--- config.mk ---
export PLATFORM = sky130hd
export DESIGN_NAME = regfile_wb_arbiter
export DESIGN_NICKNAME = d
export VERILOG_FILES = /design/src/rtl/regfile_wb_arbiter.sv
export SDC_FILE = /design/constraint.sdc
export NUM_CORES = 1
export LEC_CHECK = 0
export ABC_AREA = 1
export BUFFER_PORTS_ARGS = -buffer_cell sky130_fd_sc_hd__buf_2
export CORE_UTILIZATION = 61
export DETAILED_ROUTE_END_ITERATION = 8
export HOLD_SLACK_MARGIN = 0.12
export PLACE_DENSITY = 0.85
export SLEW_MARGIN = 20
export SYNTH_ARGS = -nofsm -noshare
export SYNTH_HDL_FRONTEND = slang
export SYNTH_SLANG_ARGS = --single-unit
export TNS_END_PERCENT = 20
--- constraint.sdc ---
create_clock -name clk -period 7 [get_ports clk]
set_input_delay 1.4 -clock clk [delete_from_list [all_inputs] [get_ports clk]]
set_output_delay 1.4 -clock clk [all_outputs]
set_load 0.05 [all_outputs]
--- src/rtl/regfile_wb_arbiter.sv ---
// regfile_wb_arbiter: two writeback FIFOs (ALU, MEM) round-robin arbitrated onto one registered regfile write port.
module regfile_wb_arbiter #(
  parameter int DEPTH = 2,
  parameter int AW = 5,
  parameter int DW = 64,
  localparam int PW = $clog2(DEPTH),
  localparam int CW = PW + 1
) (
  input  logic          clk,
  input  logic          reset_n,
  input  logic          AluValid,
  output logic          AluReady,
  input  logic [AW-1:0] AluAddr,
  input  logic [DW-1:0] AluData,
  input  logic          MemValid,
  output logic          MemReady,
  input  logic [AW-1:0] MemAddr,
  input  logic [DW-1:0] MemData,
  output logic          RegWriteEN,
  output logic [AW-1:0] WriteAddr,
  output logic [DW-1:0] WriteData,
  output logic [CW-1:0] AluCount,
  output logic [CW-1:0] MemCount,
  output logic          Idle
);
  logic [AW+DW-1:0] aluFifo [DEPTH];
  logic [AW+DW-1:0] memFifo [DEPTH];
  logic [PW-1:0] aluRd, aluWr, memRd, memWr;
  logic prioMem, aluPush, memPush, grantAlu, grantMem, grant;
  logic [AW+DW-1:0] head;
  always_comb begin
    AluReady = AluCount < CW'(DEPTH);
    MemReady = MemCount < CW'(DEPTH);
    aluPush = AluValid && AluReady && AluAddr != AW'(31);
    memPush = MemValid && MemReady && MemAddr != AW'(31);
    grantAlu = AluCount != '0 && (MemCount == '0 || !prioMem);
    grantMem = MemCount != '0 && !grantAlu;
    grant = grantAlu || grantMem;
    head = grantAlu ? aluFifo[aluRd] : memFifo[memRd];
    Idle = AluCount == '0 && MemCount == '0 && !RegWriteEN;
  end
  // Payload storage needs no reset: only entries between the pointers are ever read.
  always_ff @(posedge clk) begin
    if (aluPush) aluFifo[aluWr] <= {AluAddr, AluData};
    if (memPush) memFifo[memWr] <= {MemAddr, MemData};
  end
  always_ff @(posedge clk or negedge reset_n) begin
    if (!reset_n) begin
      aluRd <= '0;
      aluWr <= '0;
      memRd <= '0;
      memWr <= '0;
      AluCount <= '0;
      MemCount <= '0;
      prioMem <= 1'b0;
      RegWriteEN <= 1'b0;
      WriteAddr <= '0;
      WriteData <= '0;
    end else begin
      if (aluPush) aluWr <= aluWr + 1'b1;
      if (grantAlu) aluRd <= aluRd + 1'b1;
      if (memPush) memWr <= memWr + 1'b1;
      if (grantMem) memRd <= memRd + 1'b1;
      AluCount <= AluCount + CW'(aluPush) - CW'(grantAlu);
      MemCount <= MemCount + CW'(memPush) - CW'(grantMem);
      if (grant) prioMem <= grantAlu;
      RegWriteEN <= grant;
      if (grant) {WriteAddr, WriteData} <= head;
    end
  end
  assert property (@(posedge clk) disable iff (!reset_n)
    !(aluPush && AluCount == CW'(DEPTH)) && !(memPush && MemCount == CW'(DEPTH)) &&
    !(grantAlu && AluCount == '0) && !(grantMem && MemCount == '0));
endmodule

==> out/summary.md <==
The flow ran to the end, and the final reports show no timing, DRC or antenna violations. The post-synthesis cell type with the largest combined area was sky130_fd_sc_hd__edfxtp_1. In this run the critical register-to-register path is captured at WriteData[29]. Ranked by total cell area, the synthesized netlist is headed by sky130_fd_sc_hd__edfxtp_1 58%, sky130_fd_sc_hd__nand2_1 14%, sky130_fd_sc_hd__dfrtp_1 14%.

After legalization and detailed placement, the total HPWL measured 20600 um. The area growth from synthesis to layout is 16.8%. In the finished design, the share of the clock period the worst path needs comes to 57.2%. The floorplan step defined a die boundary enclosing 24100 sq um. The CTS clock-pin slew for the worst setup and hold paths works out to 60 ps. The tools report the relative slew slack as 35.3%. STA classifies the critical path endpoint as an output port. Adding up every negative setup slack in the final design gives 0 ps.

The total of buffers placed on input and output ports works out to 218. The number of antenna-violating nets in the routed design was 0; the violation count after the first detailed-routing iteration was 958. STA classifies the critical path startpoint as a flip-flop.

The number of flops mapped to enable cells by yosys came out at 276. After clock tree synthesis, the flow added hold-fix buffers numbering 0. Wires add up to 33800 um.

The share of flip-flops with an asynchronous set or reset was 22.3%. For this run, the total global-route usage over all layers was measured as 28.7%. The starting density of the core is 62.7%. The final critical delay including setup and external delays was 4000 ps.

The tools report the number of pins exceeding their max-slew limit in the final report as 0. TritonCTS built the clock tree. The tools report the total via count in the routed design as 10021. During I/O placement, the number of pins put on the boundary was 219. For the number of DRC violations after detailed routing, the log shows 0. The mapped cell area was 14300 sq um. The critical path ends at Idle. The per-cell routed wire length is 18.1 um, and the number of clock sinks is 355. The arrival time of the worst setup path is 2600 ps. For this design the static power due to leakage is 7.54 nW. Derived from the worst setup path, the maximum achievable clock frequency is 0.250 GHz.

The completed layout was analyzed and its total power is 8.17 mW. Global routing finished with a remaining overflow of 0. Using the TritonRoute via totals, the vias-per-cell ratio works out to 5.36.

Sorting the synthesized cells by how often they occur yields 537 x sky130_fd_sc_hd__nand2_1, 276 x sky130_fd_sc_hd__edfxtp_1, 167 x sky130_fd_sc_hd__inv_1, 79 x sky130_fd_sc_hd__dfrtp_1, 47 x sky130_fd_sc_hd__nand4_1. For this design the ratio of total power to cell area is 489 nW/um^2. The total core area is 22800 sq um, and the height of the die is 155 um. Across all register-to-register paths, the minimum setup slack is 3990 ps. The worst register-to-register path has a depth of 7. During synthesis, Yosys emitted a total of 0 warnings. Synthesis produced a netlist with a net count of 1463. The worst flop-to-flop path startpoint is MemCount[1]. STA puts the critical path data required time at 5600 ps.

The number of buffers added by the clock tree synthesis step was 36; the cell row count was 55. For the clock latency on the worst-skew pair, the log shows 510 ps. CTS built an H-tree with a depth of 2. The tree is rooted in a sky130_fd_sc_hd__clkbuf_16. The class of the tightest hold or removal check is reg -> reg. By instance count, the leading cell after synthesis is sky130_fd_sc_hd__nand2_1. The first detailed-routing pass took 5 iterations. Cells fill 73.2% of the core in the end. The final-report hold violation count is 0. The pin count of the biggest net entering global routing is 94. The tools report the initial antenna violation count as 10.

After clock tree synthesis, the repair step resized 0 gates. The clock passes through at most 3 buffers. Along the worst path, the maximum fanout reaches 51.

For this run, the post-layout net count is 1667. IR analysis of the VDD net gives a maximum drop of 0.585 mV. The mean instance size in the synthesized netlist works out to 10.9 sq um. The clock arrives with 16.1 ps of skew.

The first global-routing pass estimated 51800 um of wire. Setup violations remaining at the end of the flow were counted as 0. The classification of the worst setup path was reg -> out. At the pin with the least slew margin, the transition time is 970 ps. Of the cells placed in the final design, the portion with a size suffix greater than 1 is 18.9%.

The logs give 15600 sq um for the placed standard-cell area and 0.832 for the final weighted congestion in routability-driven placement. Once layout is done, the placed cells without fillers occupy 16700 sq um. For the via count of the first global-routing pass, the log shows 9872. The portion of synthesized cell area occupied by the leading cell type works out to 57.9%. Setup repair after global routing left no endpoint under its margin. In the synthesized netlist the dominant register cell turns out to be sky130_fd_sc_hd__edfxtp_1.

Post-CTS timing repair inserted 0 buffers for setup. The floorplan step set the die width to 155 um. Tracing the worst setup path back leads to its startpoint at MemCount[1].

The tools report the sequential area share after synthesis as 71.7%. The max-capacitance violation count was 0; the gate count of the mapped netlist was 1317. The number of synthesized register bits is 355, and the number of different library cells in the post-synthesis netlist is 24.
-- registers in the layout (all words and copies together), names as in the netlist --
name	count
aluFifo	138
memFifo	138
WriteData	64
WriteAddr	5
AluCount	2
MemCount	2
RegWriteEN	1
aluRd	1
aluWr	1
memRd	1
memWr	1
prioMem	1
-- worst max-delay path, cell delays in order (launching register included) --
cell and delay [ps]:
sky130_fd_sc_hd__dfrtp_1 450, sky130_fd_sc_hd__nor2_4 130, sky130_fd_sc_hd__buf_4 510, sky130_fd_sc_hd__nand2_2 510, sky130_fd_sc_hd__nor2_1 180, sky130_fd_sc_hd__buf_2 280
-- routing by layer --
layer | GRT usage, % | wire, um | vias up
li1 | - | - | 4685
met1 | 37.5 | 12900 | 4736
met2 | 47.9 | 16700 | 511
met3 | 5.15 | 3060 | 87
met4 | 12.0 | 1110 | 2
met5 | 0 | 13 | -
-- how the worst min path moves through the flow --
| stage | start | slack [ps] | cells past startpoint | end |
|---|---|---|---|---|
| floorplan | prioMem | 530 | 2 | prioMem |
| global placement | WriteData[24] | 460 | 2 | WriteData[24] |
| detailed placement | WriteData[20] | 460 | 2 | WriteData[20] |
| CTS | WriteData[20] | 480 | 2 | WriteData[20] |
| global route | WriteData[14] | 490 | 2 | WriteData[14] |
| finish | WriteData[20] | 470 | 2 | WriteData[20] |
-- cells by family (layout without fill, tap and decap cells) --
family / after synthesis / after routing / share of synthesized area (%)
other: 0 / 9 / 0
flip-flops: 355 / 355 / 71.7
buffers and inverters: 236 / 466 / 6.76
XOR/XNOR: 7 / 7 / 0.428
AO/OA/AOI/OAI: 74 / 74 / 2.65
adder cells (fa/ha/maj): 4 / 4 / 0.350
AND/OR/NAND/NOR: 641 / 641 / 18.1
-- layout by cell type, fill, tap and decap left out --
cell type and instances:
sky130_fd_sc_hd__nand2_1 536, sky130_fd_sc_hd__edfxtp_1 276, sky130_fd_sc_hd__buf_2 217, sky130_fd_sc_hd__inv_1 167
sky130_fd_sc_hd__dfrtp_1 77, sky130_fd_sc_hd__nand4_1 47, sky130_fd_sc_hd__nand3_1 46, sky130_fd_sc_hd__o21ai_1 46
sky130_fd_sc_hd__clkbuf_16 37, sky130_fd_sc_hd__o21ai_0 24, sky130_fd_sc_hd__buf_4 13, sky130_fd_sc_hd__clkbuf_1 10
sky130_fd_sc_hd__diode_2 9, sky130_fd_sc_hd__clkinv_1 8, sky130_fd_sc_hd__nor2_4 5, sky130_fd_sc_hd__xor2_1 5
sky130_fd_sc_hd__nor2_1 4, sky130_fd_sc_hd__inv_2 4, sky130_fd_sc_hd__ha_1 4, sky130_fd_sc_hd__clkinvlp_4 4
sky130_fd_sc_hd__clkinv_2 3, sky130_fd_sc_hd__o21bai_1 2, sky130_fd_sc_hd__xnor2_1 2, sky130_fd_sc_hd__nand2_2 2
sky130_fd_sc_hd__clkbuf_8 2, sky130_fd_sc_hd__nor2_2 1, sky130_fd_sc_hd__o21ai_4 1, sky130_fd_sc_hd__a21oi_1 1
sky130_fd_sc_hd__dfrtp_2 1, sky130_fd_sc_hd__buf_16 1, sky130_fd_sc_hd__dfrtp_4 1
-- through the flow --
stage	hold slack (ps)	cells	setup WS (ps)
detailed placement	460	1795	3260
floorplan	526	1317	1940
global placement	457	1795	3300
finish	472	1869	3000
global route	490	1865	2880
CTS	476	1859	3010
-- power breakdown --
group          internal (mW)  switching [mW]  total [mW]
Combinational          0.783            2.47        3.25
Clock                  0.992           0.758        1.75
Sequential              2.88           0.295        3.17
Total                   4.65            3.52        8.17
-- cell type report --
| cell class | count | area (sq um) |
|---|---|---|
| Antenna cell | 9 | 22.5 |
| Clock buffer | 49 | 991 |
| Clock inverter | 15 | 75.1 |
| Fill cell | 1462 | 6120 |
| Inverter | 171 | 642 |
| Multi-Input combinational cell | 726 | 3120 |
| Sequential cell | 355 | 10300 |
| Tap cell | 313 | 392 |
| Timing Repair Buffer | 231 | 1210 |
No activity file was read; power rests on OpenSTA's default activity.
